--- src/rtl/csr_file_param_if.sv ---
// csr_file_param_if
// CSR access port between the pipeline and the CSR file.
//   master (pipeline):  drives csr_we/csr_waddr/csr_wdata/csr_wmask from WB
//                       and csr_raddr from EX; receives csr_rdata.
//   slave  (CSR file):  receives the write and read requests; returns
//                       csr_rdata combinationally.
interface csr_file_param_if;
  logic        csr_we;
  logic [13:0] csr_waddr;
  logic [31:0] csr_wdata;
  logic [31:0] csr_wmask;
  logic [13:0] csr_raddr;
  logic [31:0] csr_rdata;

  modport master (
    output csr_we, csr_waddr, csr_wdata, csr_wmask, csr_raddr,
    input  csr_rdata
  );

  modport slave (
    input  csr_we, csr_waddr, csr_wdata, csr_wmask, csr_raddr,
    output csr_rdata
  );
endinterface

--- src/rtl/csr_file_param.sv ---
// csr_file_param
// Parametrised LoongArch-style CSR file: CRMD, PRMD, ECFG, ESTAT, ERA, BADV,
// EENTRY, SAVE0..SAVE(NUM_SAVE-1), TID, TCFG, TVAL, TICLR.
// Ports:
//   clk, rst          clock; asynchronous active-high reset
//   csr_bus (slave)   masked CSR write port (WB) and combinational read (EX)
//   hwi_in, ipi_in    interrupt lines, sampled through 1 or 2 flops
//   exc_*             exception commit: ecode/subcode, PC, optional BADV
//   ertn              exception return (takes priority over exc_sig)
//   eentry_out        EENTRY with same-cycle write bypass, bits [5:0] zero
//   era_out           ERA with same-cycle write bypass
//   int_out           any enabled pending interrupt, gated by CRMD.IE
module csr_file_param #(
  parameter int          TIMER_WIDTH = 32,
  parameter int          NUM_SAVE    = 4,
  parameter int          HWI_SYNC    = 1,
  parameter logic [31:0] TID_RESET   = 32'h0000_0000
) (
  input  logic                   clk,
  input  logic                   rst,
  csr_file_param_if.slave        csr_bus,
  input  logic [7:0]             hwi_in,
  input  logic                   ipi_in,
  input  logic                   exc_sig,
  input  logic [5:0]             exc_ecode,
  input  logic [8:0]             exc_esubcode,
  input  logic [31:0]            exc_pc,
  input  logic                   exc_badv_we,
  input  logic [31:0]            exc_badv,
  input  logic                   ertn,
  output logic [31:0]            eentry_out,
  output logic [31:0]            era_out,
  output logic                   int_out
);

  localparam logic [13:0] ADDR_CRMD   = 14'h000;
  localparam logic [13:0] ADDR_PRMD   = 14'h001;
  localparam logic [13:0] ADDR_ECFG   = 14'h004;
  localparam logic [13:0] ADDR_ESTAT  = 14'h005;
  localparam logic [13:0] ADDR_ERA    = 14'h006;
  localparam logic [13:0] ADDR_BADV   = 14'h007;
  localparam logic [13:0] ADDR_EENTRY = 14'h00C;
  localparam logic [13:0] ADDR_SAVE0  = 14'h030;
  localparam logic [13:0] ADDR_TID    = 14'h040;
  localparam logic [13:0] ADDR_TCFG   = 14'h041;
  localparam logic [13:0] ADDR_TVAL   = 14'h042;
  localparam logic [13:0] ADDR_TICLR  = 14'h044;

  // Software-writable bit masks; everything outside them is held/reads 0.
  localparam logic [31:0] W_CRMD   = 32'h0000_001F;
  localparam logic [31:0] W_PRMD   = 32'h0000_0007;
  localparam logic [31:0] W_ECFG   = 32'h0000_1BFF;
  localparam logic [31:0] W_EENTRY = 32'hFFFF_FFC0;
  localparam logic [31:0] W_ALL    = 32'hFFFF_FFFF;
  localparam logic [31:0] W_TCFG   = 32'((64'd1 << TIMER_WIDTH) - 64'd1);

  localparam logic [31:0] SAVE_END   = 32'(48 + NUM_SAVE);
  localparam int          SIDX_W     = (NUM_SAVE > 1) ? $clog2(NUM_SAVE) : 1;
  localparam int          SAVE_DEPTH = 1 << SIDX_W;

  localparam logic [TIMER_WIDTH-1:0] TIMER_ZERO = {TIMER_WIDTH{1'b0}};
  localparam logic [TIMER_WIDTH-1:0] TIMER_ONE  = {{(TIMER_WIDTH-1){1'b0}}, 1'b1};

  // Masked merge of a write into an old value, limited to writable bits.
  function automatic logic [31:0] merge_wr(input logic [31:0] old_v,
                                           input logic [31:0] wdata,
                                           input logic [31:0] wmask,
                                           input logic [31:0] wr_bits);
    logic [31:0] m;
    m = wmask & wr_bits;
    return (old_v & ~m) | (wdata & m);
  endfunction

  logic [31:0] crmd_r, prmd_r, ecfg_r, era_r, badv_r, eentry_r, tid_r, tcfg_r;
  logic [31:0] save_r [SAVE_DEPTH];
  logic [1:0]  swi_r;
  logic [7:0]  hwi_r;
  logic        ipi_r, ti_r;
  logic [5:0]  ecode_r;
  logic [8:0]  esub_r;
  logic [TIMER_WIDTH-1:0] timer_r;

  logic [8:0]  irq_smp_s;
  logic        wr_crmd_s, wr_prmd_s, wr_ecfg_s, wr_estat_s, wr_era_s, wr_badv_s;
  logic        wr_eentry_s, wr_tid_s, wr_tcfg_s, wr_ticlr_s, save_wr_s, save_rhit_s;
  logic [31:0] crmd_post_s, prmd_post_s, ecfg_post_s, era_post_s, badv_post_s;
  logic [31:0] eentry_post_s, tid_post_s, tcfg_post_s, save_wv_s, save_rv_s;
  logic [31:0] crmd_nxt_s, prmd_nxt_s, estat_view_s, rdata_s;
  logic [1:0]  swi_post_s;
  logic [12:0] is_s;
  logic [SIDX_W-1:0] widx_s, ridx_s;
  logic        ticlr_s, expire_s, exc_take_s;

  generate
    if (HWI_SYNC != 0) begin : g_sync2
      logic [8:0] meta_r;
      // First synchroniser stage for {ipi, hwi}; ESTAT holds the second.
      always_ff @(posedge clk or posedge rst) begin
        if (rst) meta_r <= 9'h000;
        else     meta_r <= {ipi_in, hwi_in};
      end
      assign irq_smp_s = meta_r;
    end else begin : g_sync1
      assign irq_smp_s = {ipi_in, hwi_in};
    end
  endgenerate

  assign wr_crmd_s   = csr_bus.csr_we && (csr_bus.csr_waddr == ADDR_CRMD);
  assign wr_prmd_s   = csr_bus.csr_we && (csr_bus.csr_waddr == ADDR_PRMD);
  assign wr_ecfg_s   = csr_bus.csr_we && (csr_bus.csr_waddr == ADDR_ECFG);
  assign wr_estat_s  = csr_bus.csr_we && (csr_bus.csr_waddr == ADDR_ESTAT);
  assign wr_era_s    = csr_bus.csr_we && (csr_bus.csr_waddr == ADDR_ERA);
  assign wr_badv_s   = csr_bus.csr_we && (csr_bus.csr_waddr == ADDR_BADV);
  assign wr_eentry_s = csr_bus.csr_we && (csr_bus.csr_waddr == ADDR_EENTRY);
  assign wr_tid_s    = csr_bus.csr_we && (csr_bus.csr_waddr == ADDR_TID);
  assign wr_tcfg_s   = csr_bus.csr_we && (csr_bus.csr_waddr == ADDR_TCFG);
  assign wr_ticlr_s  = csr_bus.csr_we && (csr_bus.csr_waddr == ADDR_TICLR);
  assign save_wr_s   = csr_bus.csr_we && (csr_bus.csr_waddr >= ADDR_SAVE0)
                       && ({18'h00000, csr_bus.csr_waddr} < SAVE_END);
  assign save_rhit_s = (csr_bus.csr_raddr >= ADDR_SAVE0)
                       && ({18'h00000, csr_bus.csr_raddr} < SAVE_END);
  // SAVE0 sits on a 16-aligned address, so the low bits are the bank index.
  assign widx_s = csr_bus.csr_waddr[SIDX_W-1:0];
  assign ridx_s = csr_bus.csr_raddr[SIDX_W-1:0];

  // Post-write views: equal to the register unless this cycle writes it.
  assign crmd_post_s   = wr_crmd_s   ? merge_wr(crmd_r,   csr_bus.csr_wdata, csr_bus.csr_wmask, W_CRMD)   : crmd_r;
  assign prmd_post_s   = wr_prmd_s   ? merge_wr(prmd_r,   csr_bus.csr_wdata, csr_bus.csr_wmask, W_PRMD)   : prmd_r;
  assign ecfg_post_s   = wr_ecfg_s   ? merge_wr(ecfg_r,   csr_bus.csr_wdata, csr_bus.csr_wmask, W_ECFG)   : ecfg_r;
  assign era_post_s    = wr_era_s    ? merge_wr(era_r,    csr_bus.csr_wdata, csr_bus.csr_wmask, W_ALL)    : era_r;
  assign badv_post_s   = wr_badv_s   ? merge_wr(badv_r,   csr_bus.csr_wdata, csr_bus.csr_wmask, W_ALL)    : badv_r;
  assign eentry_post_s = wr_eentry_s ? merge_wr(eentry_r, csr_bus.csr_wdata, csr_bus.csr_wmask, W_EENTRY) : eentry_r;
  assign tid_post_s    = wr_tid_s    ? merge_wr(tid_r,    csr_bus.csr_wdata, csr_bus.csr_wmask, W_ALL)    : tid_r;
  assign tcfg_post_s   = wr_tcfg_s   ? merge_wr(tcfg_r,   csr_bus.csr_wdata, csr_bus.csr_wmask, W_TCFG)   : tcfg_r;
  assign swi_post_s    = wr_estat_s  ? ((swi_r & ~csr_bus.csr_wmask[1:0]) | (csr_bus.csr_wdata[1:0] & csr_bus.csr_wmask[1:0]))
                                     : swi_r;
  assign save_wv_s     = merge_wr(save_r[widx_s], csr_bus.csr_wdata, csr_bus.csr_wmask, W_ALL);
  assign save_rv_s     = (save_wr_s && (csr_bus.csr_waddr == csr_bus.csr_raddr)) ? save_wv_s : save_r[ridx_s];

  assign ticlr_s    = wr_ticlr_s && csr_bus.csr_wdata[0] && csr_bus.csr_wmask[0];
  assign expire_s   = tcfg_r[0] && (timer_r == TIMER_ZERO);
  assign exc_take_s = exc_sig && !ertn;

  assign is_s         = {ipi_r, ti_r, 1'b0, hwi_r, swi_r};
  assign estat_view_s = {1'b0, esub_r, ecode_r, 3'b000, ipi_r, ti_r && !ticlr_s, 1'b0, hwi_r, swi_post_s};

  assign int_out    = (|(ecfg_r[12:0] & is_s)) && crmd_r[2];
  assign era_out    = era_post_s;
  assign eentry_out = eentry_post_s;
  assign csr_bus.csr_rdata = rdata_s;

  // CRMD/PRMD next state: ERTN restores, an exception saves and masks.
  always_comb begin
    crmd_nxt_s = crmd_post_s;
    prmd_nxt_s = prmd_post_s;
    if (ertn) begin
      crmd_nxt_s = {crmd_post_s[31:3], prmd_post_s[2:0]};
    end else if (exc_take_s) begin
      crmd_nxt_s = {crmd_post_s[31:3], 3'b000};
      prmd_nxt_s = {29'h0000_0000, crmd_post_s[2:0]};
    end else begin
      crmd_nxt_s = crmd_post_s;
    end
  end

  // Combinational read mux over the post-write views.
  always_comb begin
    rdata_s = 32'h0000_0000;
    case (csr_bus.csr_raddr)
      ADDR_CRMD:   rdata_s = crmd_post_s;
      ADDR_PRMD:   rdata_s = prmd_post_s;
      ADDR_ECFG:   rdata_s = ecfg_post_s;
      ADDR_ESTAT:  rdata_s = estat_view_s;
      ADDR_ERA:    rdata_s = era_post_s;
      ADDR_BADV:   rdata_s = badv_post_s;
      ADDR_EENTRY: rdata_s = eentry_post_s;
      ADDR_TID:    rdata_s = tid_post_s;
      ADDR_TCFG:   rdata_s = tcfg_post_s;
      ADDR_TVAL:   rdata_s = 32'(timer_r);
      ADDR_TICLR:  rdata_s = 32'h0000_0000;
      default: begin
        if (save_rhit_s) rdata_s = save_rv_s;
        else             rdata_s = 32'h0000_0000;
      end
    endcase
  end

  // CSR state, timer and interrupt sampling.
  always_ff @(posedge clk or posedge rst) begin
    if (rst) begin
      crmd_r   <= 32'h0000_0008;
      prmd_r   <= 32'h0000_0000;
      ecfg_r   <= 32'h0000_0000;
      era_r    <= 32'h0000_0000;
      badv_r   <= 32'h0000_0000;
      eentry_r <= 32'h0000_0000;
      tid_r    <= TID_RESET;
      tcfg_r   <= 32'h0000_0000;
      swi_r    <= 2'b00;
      hwi_r    <= 8'h00;
      ipi_r    <= 1'b0;
      ti_r     <= 1'b0;
      ecode_r  <= 6'h00;
      esub_r   <= 9'h000;
      timer_r  <= TIMER_ZERO;
      for (int i = 0; i < SAVE_DEPTH; i++) save_r[i] <= 32'h0000_0000;
    end else begin
      crmd_r   <= crmd_nxt_s;
      prmd_r   <= prmd_nxt_s;
      ecfg_r   <= ecfg_post_s;
      era_r    <= exc_take_s ? exc_pc : era_post_s;
      badv_r   <= (exc_take_s && exc_badv_we) ? exc_badv : badv_post_s;
      eentry_r <= eentry_post_s;
      tid_r    <= tid_post_s;
      swi_r    <= swi_post_s;
      {ipi_r, hwi_r} <= irq_smp_s;
      ecode_r  <= exc_take_s ? exc_ecode    : ecode_r;
      esub_r   <= exc_take_s ? exc_esubcode : esub_r;
      // Expiry set beats a same-cycle TICLR clear.
      ti_r     <= expire_s ? 1'b1 : (ticlr_s ? 1'b0 : ti_r);
      for (int i = 0; i < SAVE_DEPTH; i++) begin
        if (save_wr_s && (widx_s == SIDX_W'(i))) save_r[i] <= save_wv_s;
      end
      // A TCFG write reloads the timer ahead of any countdown activity.
      if (wr_tcfg_s) begin
        tcfg_r  <= tcfg_post_s;
        timer_r <= {tcfg_post_s[TIMER_WIDTH-1:2], 2'b00};
      end else if (tcfg_r[0]) begin
        if (timer_r != TIMER_ZERO) begin
          timer_r <= timer_r - TIMER_ONE;
        end else if (tcfg_r[1]) begin
          timer_r <= {tcfg_r[TIMER_WIDTH-1:2], 2'b00};
        end else begin
          tcfg_r  <= {tcfg_r[31:1], 1'b0};
        end
      end
    end
  end

endmodule

--- src/flat_wrapper.sv ---
// flat-port wrapper written by rule: the top's interface ports become plain ports
module csr_file_param_flat 
#(
  parameter int          TIMER_WIDTH = 32,
  parameter int          NUM_SAVE    = 4,
  parameter int          HWI_SYNC    = 1,
  parameter logic [31:0] TID_RESET   = 32'h0000_0000
)
  (clk, rst, hwi_in, ipi_in, exc_sig, exc_ecode, exc_esubcode, exc_pc, exc_badv_we, exc_badv, ertn, eentry_out, era_out, int_out, csr_bus_csr_we, csr_bus_csr_waddr, csr_bus_csr_wdata, csr_bus_csr_wmask, csr_bus_csr_raddr, csr_bus_csr_rdata);
  csr_file_param_if csr_bus_i ();
  input  logic clk;
  input  logic rst;
  input  logic [7:0] hwi_in;
  input  logic ipi_in;
  input  logic exc_sig;
  input  logic [5:0] exc_ecode;
  input  logic [8:0] exc_esubcode;
  input  logic [31:0] exc_pc;
  input  logic exc_badv_we;
  input  logic [31:0] exc_badv;
  input  logic ertn;
  output logic [31:0] eentry_out;
  output logic [31:0] era_out;
  output logic int_out;
  input wire logic [$bits(csr_bus_i.csr_we)-1:0] csr_bus_csr_we;
  input wire logic [$bits(csr_bus_i.csr_waddr)-1:0] csr_bus_csr_waddr;
  input wire logic [$bits(csr_bus_i.csr_wdata)-1:0] csr_bus_csr_wdata;
  input wire logic [$bits(csr_bus_i.csr_wmask)-1:0] csr_bus_csr_wmask;
  input wire logic [$bits(csr_bus_i.csr_raddr)-1:0] csr_bus_csr_raddr;
  output wire logic [$bits(csr_bus_i.csr_rdata)-1:0] csr_bus_csr_rdata;
  assign csr_bus_i.csr_we = csr_bus_csr_we;
  assign csr_bus_i.csr_waddr = csr_bus_csr_waddr;
  assign csr_bus_i.csr_wdata = csr_bus_csr_wdata;
  assign csr_bus_i.csr_wmask = csr_bus_csr_wmask;
  assign csr_bus_i.csr_raddr = csr_bus_csr_raddr;
  assign csr_bus_csr_rdata = csr_bus_i.csr_rdata;
  csr_file_param #(.TIMER_WIDTH(TIMER_WIDTH), .NUM_SAVE(NUM_SAVE), .HWI_SYNC(HWI_SYNC), .TID_RESET(TID_RESET)) u_core (.clk(clk), .rst(rst), .csr_bus(csr_bus_i), .hwi_in(hwi_in), .ipi_in(ipi_in), .exc_sig(exc_sig), .exc_ecode(exc_ecode), .exc_esubcode(exc_esubcode), .exc_pc(exc_pc), .exc_badv_we(exc_badv_we), .exc_badv(exc_badv), .ertn(ertn), .eentry_out(eentry_out), .era_out(era_out), .int_out(int_out));
endmodule
--- config.mk ---
export PLATFORM = sky130hd
export DESIGN_NAME = csr_file_param_flat
export DESIGN_NICKNAME = d
export VERILOG_FILES = /design/src/rtl/csr_file_param_if.sv /design/src/rtl/csr_file_param.sv /design/src/flat_wrapper.sv
export SDC_FILE = /design/constraint.sdc
export NUM_CORES = 1
export LEC_CHECK = 0
export CORE_MARGIN = 5
export CORE_UTILIZATION = 40
export CTS_CLUSTER_DIAMETER = 30
export DETAILED_ROUTE_END_ITERATION = 8
export HOLD_SLACK_MARGIN = 0.05
export PLACE_DENSITY_LB_ADDON = 0.15
export RECOVER_POWER = 50
export SYNTH_ARGS = -nofsm -noshare
export SYNTH_HDL_FRONTEND = slang
export SYNTH_SLANG_ARGS = --single-unit
--- constraint.sdc ---
create_clock -name clk -period 34.5 [get_ports clk]
set_clock_uncertainty 0.2 [all_clocks]
set_input_delay 5.175 -clock clk [delete_from_list [all_inputs] [get_ports clk]]
set_output_delay 5.175 -clock clk [all_outputs]
set_load 0.05 [all_outputs]
After elaboration in Yosys (flattened, before gate mapping):

Index checks and enable logic that the tools add are counted.

* register bits: 452
* input port bits: 186
* logic and storage cells: 160

* $add $sub $neg: 1
* order comparisons: 6
* equal/unequal tests: 24
* mux-type cells: 34
* bitwise gates (word level): 35
* reduce and logical (&&, ||, !) cells: 38

Operator list (count)
* 2-to-1 mux 32 bit: 25
* AND 32 bit: 11
* case mux 32 bit (11 select lines): 1
* bitwise OR 32 bit: 9
* binary-select mux 32 bit (select 2 bit): 2
* == test 14 x 3 -> 1 bit (second input constant): 8
* == test 14 x 7 -> 1 bit (second input constant): 7
* inverter 32 bit: 2
* AND 32 x 13 -> 32 bit: 1
* AND 32 x 3 -> 32 bit: 1
* AND 32 x 5 -> 32 bit: 1
* logical NOT 32 bit: 1
* inverter 13 -> 32 bit: 1
* inverter 3 -> 32 bit: 1
* inverter 5 -> 32 bit: 1
* nonzero test 32 bit: 1
* subtractor 32 x 1 -> 32 bit (second input constant): 1
* == test 14 x 1 -> 1 bit (second input constant): 2
* == test 14 x 4 -> 1 bit (second input constant): 2
* >= comparator 14 x 6 -> 1 bit (second input constant): 2
* logical NOT 14 bit: 2
* < comparator 14 x 6 -> 1 bit (second input constant): 2
* logical AND 1 bit: 25
* == test 14 bit: 1
* 18 further kinds: 28

Longest topological paths before layout:

* depth in word-level cells: 9
* mapped depth: 11
* mapped depth without buffers: 9

Worst setup path after synthesis:

Ideal clock, no wire load.

* path kind: input -> output
* start point: in csr_bus_csr_raddr[11]
* end point: out csr_bus_csr_rdata[31]
* data arrival time: 7.836 ns
* required time: 29.125 ns
* slack: 21.289 ns
* cell stages on the path: 7
* path buffers: 2
* cell sequence: or4_1 > nor4b_2 > and2_1 > nand3_1 > buf_2 > clkbuf_1 > o2111ai_1

* longest elaborated chain between the ends: 5
* elaborated cells between the ends (all ways): 19
* those cells by class: order compare (2); eq/ne (11); mux (3); reduce/logical (3)

Ends and longest elaborated chain
* start: declaration: RTL line flat_wrapper.sv:29 `input wire logic [$bits(csr_bus_i.csr_raddr)-1:0] csr_bus_csr_raddr;`
* parallel branches: the longest is 4 deep, another holds >= comparator 14 x 6 -> 1 bit
* case mux 32 bit (11 select lines) *: RTL line csr_file_param.sv:169 `case (csr_bus.csr_raddr)`
* end: declaration: RTL line flat_wrapper.sv:30 `output wire logic [$bits(csr_bus_i.csr_rdata)-1:0] csr_bus_csr_rdata;`

Mark *: on every way between the ends.

Worst setup path in the final report:

* start point: in csr_bus_csr_waddr[0]
* end point: out csr_bus_csr_rdata[4]

* longest elaborated chain between the ends: 9
* elaborated cells between the ends (all ways): 39
* those cells by class: order compare (2); eq/ne (8); mux (14); bitwise (3); reduce/logical (12)

Ends and longest elaborated chain
* start: declaration: RTL line flat_wrapper.sv:26 `input wire logic [$bits(csr_bus_i.csr_waddr)-1:0] csr_bus_csr_waddr;`
* parallel branches: the longest is 8 deep, another holds >= comparator 14 x 6 -> 1 bit
* case mux 32 bit (11 select lines) *: RTL line csr_file_param.sv:169

Mark *: on every way between the ends. The select of a mux whose other input is x is not followed.

==> results.json <==
{
  "die_w_um": 237.9,
  "max_clock_freq_mhz": 55.12,
  "cts_buf_count": 96,
  "fin_hold_ws_ps": 147.1,
  "ys_seq_area_frac": 0.4457,
  "max_cap_viols": 10,
  "layout-drive-gt1-share": 0.1792,
  "r2r-end": "u_core.timer_r[4]$_DFFE_PP0P_",
  "startpoint_type": "input port",
  "floorplan.initialDensity": 0.4042,
  "source_to_sink_clock_delay_at_the_later_pin_of_the_worst_skew_pair_ps": 640,
  "final_cycle_share": 0.5258,
  "total_leakage_power_nw": 12.38,
  "powerDensity_nw_per_um2": 56.11,
  "global_route.overflow_total": 0,
  "cp_data_required_time_ps": 29120,
  "wl_per_instance_um": 27.03,
  "drt-pass1-iter-count": 7,
  "pwr-share-comb": 0.087,
  "finalSetupViolCount": 0,
  "postCtsHoldBufs": 0,
  "grt_pass1_vias": 18627,
  "hold_viol_final": 0,
  "synth-seq-cells": 370,
  "period_needed_ps": 18140,
  "cp_endpoint_kind": "primary output",
  "crit_path_max_fanout": 44,
  "design_power_total_mw": 1.541,
  "post_synthesis_mean_instance_area_um2": 9.956,
  "hp-start": "u_core.g_sync2.meta_r[4]$_DFF_PP0_",
  "port-buffer-count": 276,
  "grt_first_pass_wirelength_mm": 123.8,
  "mostFrequentLayoutCell": "sky130_fd_sc_hd__dfrtp_1",
  "number_of_antenna_violations_at_the_first_check_in_global_routing": 6,
  "groute.usage.overall": 0.2896,
  "synth_flop_cell": "sky130_fd_sc_hd__dfrtp_1",
  "timing.hold.worst.class": "flip-flop to flip-flop",
  "hold_path_end": "u_core.hwi_r[4]$_DFF_PP0_",
  "power.share.sequential": 0.305,
  "place_area_um2": 24100,
  "postSynth.asyncResetShare": 1.000,
  "critical_path.cell_chain": "buf_2 > clkbuf_1 > nor4b_1 > and4_1 > clkbuf_1 > nand2_1 > mux2_1 > a222oi_1 > o221ai_1 > a2111o_1 > clkdlybuf4s50_1",
  "ys_types": 74,
  "cts_tree": "yes",
  "detail_route.iter0.violations": 2003,
  "core-area_um2": 51410,
  "cts_max_path_buffers": 3,
  "clkSlewWorstSetupHoldPaths_ps": 50,
  "timing.setup.critical_path_class": "input port to primary output",
  "commonest_cells_after_routing_fill_and_taps_aside": "369 x sky130_fd_sc_hd__dfrtp_1, 347 x sky130_fd_sc_hd__nand2_1, 260 x sky130_fd_sc_hd__clkdlybuf4s50_1",
  "synth_area_um2": 20780,
  "critical-path-top-cell-by-count": "sky130_fd_sc_hd__clkbuf_1",
  "postRouteAntennaNets": 0,
  "number_of_enable_flip_flop_cells_after_synthesis": 0,
  "routed-via-count": 18596,
  "cp_peak_stage_delay_ps": 2680,
  "drc": 0,
  "min_path_cells": 0,
  "netlist_instances": 2087,
  "cts_root_buffer": "sky130_fd_sc_hd__clkbuf_16",
  "vias_per_cell": 5.991,
  "p_sw_mw": 0.3829,
  "worst-slew-pin-transition_ps": 4336,
  "power.ir.vdd_worst_uv": 38.58,
  "finalInstanceArea_um2": 27460,
  "worst_ep_arrival_time_ps": 12770,
  "timing.critical_path.max_delay_family": "buffers and inverters",
  "cts_post_setup_buffers_inserted": 0,
  "synth.top_cell.area_share": 0.4444,
  "failed_checks": "capacitance limit, slew limit",
  "die_y_um": 237.9,
  "cts_resized": 0,
  "setup-tns-final_ps": 0,
  "yosysTopAreaCell": "sky130_fd_sc_hd__dfrtp_1",
  "fin_ws_ps": 16360,
  "grt_max_degree": 82,
  "r2r_start": "u_core.timer_r[12]$_DFFE_PP0P_",
  "gp_routability_congestion": 0.9870,
  "synthTopCellsByArea": "sky130_fd_sc_hd__dfrtp_1 44%, sky130_fd_sc_hd__mux2_2 9.5%, sky130_fd_sc_hd__mux4_2 6.8%, sky130_fd_sc_hd__nand2_1 6.3%, sky130_fd_sc_hd__mux2i_1 5.4%",
  "power.internal_mw": 1.158,
  "relSlewSlack": -1.891,
  "top_level_ports": 283,
  "routed_wirelength_mm": 83.91,
  "num-nets-final": 2532,
  "yosys_warnings": 0,
  "r2r_slack_ps": 30360,
  "die_area_um2": 56610,
  "post-place-ws_ps": 19480,
  "clockPowerShare": 0.608,
  "outcome": "finished with violations",
  "floorplan_row_count": 83,
  "switching_share": 0.2486,
  "finalMaxSlewViolations": 517,
  "grt_setup_unrepaired": "false",
  "reg2regPathDepth": 7,
  "cts_sinks": 370,
  "layout.filler_cells": 4603,
  "h-tree-depth": 3,
  "worst-path-buf-inv": 4,
  "flow.area_growth_from_synthesis_pct": 32.14,
  "hpwl_mm": 57.36,
  "critPathSlowestCell": "sky130_fd_sc_hd__clkbuf_1"
}
## Yosys cell counts (4+ instances only)
master                      instances
sky130_fd_sc_hd__nand4_2            4
sky130_fd_sc_hd__a221o_1            8
sky130_fd_sc_hd__nand2b_1           6
sky130_fd_sc_hd__nor2b_1            8
sky130_fd_sc_hd__dfrtp_1          369
sky130_fd_sc_hd__xor2_1            14
sky130_fd_sc_hd__a221oi_1           5
sky130_fd_sc_hd__nor2_1           170
sky130_fd_sc_hd__inv_1             65
sky130_fd_sc_hd__and4_1             5
sky130_fd_sc_hd__buf_1             21
sky130_fd_sc_hd__a2bb2oi_1          7
sky130_fd_sc_hd__or4_1              9
sky130_fd_sc_hd__o22ai_1           24
sky130_fd_sc_hd__o21a_1             7
sky130_fd_sc_hd__nor3_1            23
sky130_fd_sc_hd__or3_1              5
sky130_fd_sc_hd__a222oi_1           9
sky130_fd_sc_hd__a22oi_1           11
sky130_fd_sc_hd__a2111o_1          18
sky130_fd_sc_hd__nand3_1           39
sky130_fd_sc_hd__a21boi_0           8
sky130_fd_sc_hd__mux2i_1          113
sky130_fd_sc_hd__buf_2             31
sky130_fd_sc_hd__o221ai_1          10
sky130_fd_sc_hd__and3_1             4
sky130_fd_sc_hd__and2_1             5
sky130_fd_sc_hd__o22a_1             7
sky130_fd_sc_hd__a31oi_1           15
sky130_fd_sc_hd__a21oi_1           91
sky130_fd_sc_hd__a21o_1            14
sky130_fd_sc_hd__nand2_1          348
sky130_fd_sc_hd__nand3b_1           4
sky130_fd_sc_hd__buf_4              8
sky130_fd_sc_hd__nand4_1           10
sky130_fd_sc_hd__mux2_2           176
sky130_fd_sc_hd__a22o_1            14
sky130_fd_sc_hd__clkbuf_1         102
sky130_fd_sc_hd__o21ai_0          147
sky130_fd_sc_hd__nor4_1            16
sky130_fd_sc_hd__o2bb2ai_1         21
sky130_fd_sc_hd__mux4_2            63
## cell families (layout without fill, tap and decap cells)
logic type               count (synthesis)  in the layout  synth area share
flip-flops                             370            370            0.4457
AND/OR/NAND/NOR                        678            678            0.1449
adder cells (fa/ha/maj)                  1              1         0.0006021
buffers and inverters                  228            558           0.04456
multiplexers                           355            355            0.2201
XOR/XNOR                                15             15          0.006323
other                                    1              8         0.0001805
AO/OA/AOI/OAI                          439            439            0.1377
## worst max path at each step
stage | start | end | slack [ps] | cells after the start
after global routing | csr_bus_csr_waddr[0] | csr_bus_csr_rdata[31] | 15880 | 10
after detailed placement | csr_bus_csr_waddr[12] | csr_bus_csr_rdata[6] | 19480 | 9
after floorplan | rst | u_core.badv_r[0]$_DFF_PP0_ | 18850 | 1
after global placement | csr_bus_csr_waddr[12] | csr_bus_csr_rdata[6] | 19530 | 9
final | csr_bus_csr_waddr[0] | csr_bus_csr_rdata[4] | 16360 | 11
after CTS | csr_bus_csr_waddr[12] | csr_bus_csr_rdata[6] | 19470 | 9
## through the flow
stage	instances	util
6_report	3104	0.5341
5_1_grt	3104	0.5341
4_1_cts	3102	0.5358
3_5_place_dp	2927	0.4689
3_3_place_gp	2927	0.4689
2_1_floorplan	2092	-
## layer usage
layer,wire [um],up-vias,GRT usage,share of wire
met1,36040,9409,0.4114,0.43
met3,8182,144,0.07802,0.098
met5,11,-,0,0.00013
met4,2154,2,0.08868,0.026
li1,-,8070,-,-
met2,37530,971,0.4361,0.45
## registers in the layout, summed over array words and instances, names as in the netlist
signal,flops
u_core.esub_r,9
u_core.era_r,32
u_core.hwi_r,8
u_core.crmd_r,5
u_core.g_sync2.meta_r,9
u_core.swi_r,2
u_core.tid_r,32
u_core.ecode_r,6
u_core.tcfg_r,32
u_core.save_r,128
u_core.eentry_r,26
u_core.timer_r,32
u_core.ecfg_r,12
u_core.badv_r,32
u_core.ti_r,1
u_core.prmd_r,3
u_core.ipi_r,1
## power by group through the flow
stage	logic [mW]	registers [mW]	clock network [mW]
2_1_floorplan	0.0752	0.469	0
3_3_place_gp	0.133	0.474	0
3_5_place_dp	0.134	0.474	0
4_1_cts	0.134	0.468	0.947
5_1_grt	0.144	0.470	0.974
6_report	0.134	0.469	0.937
## cell type report
type	instances	area [um2]	area share
Clock buffer	125	2731	0.09948
Tap cell	680	850.8	0.03099
Multi-Input combinational cell	1494	10630	0.3870
Antenna cell	2	5.005	0.0001823
Timing Repair Buffer	318	3028	0.1103
Clock inverter	50	711.9	0.02593
Sequential cell	370	9260	0.3373
Inverter	65	245.2	0.008931
(Power assumes the default switching activity.)
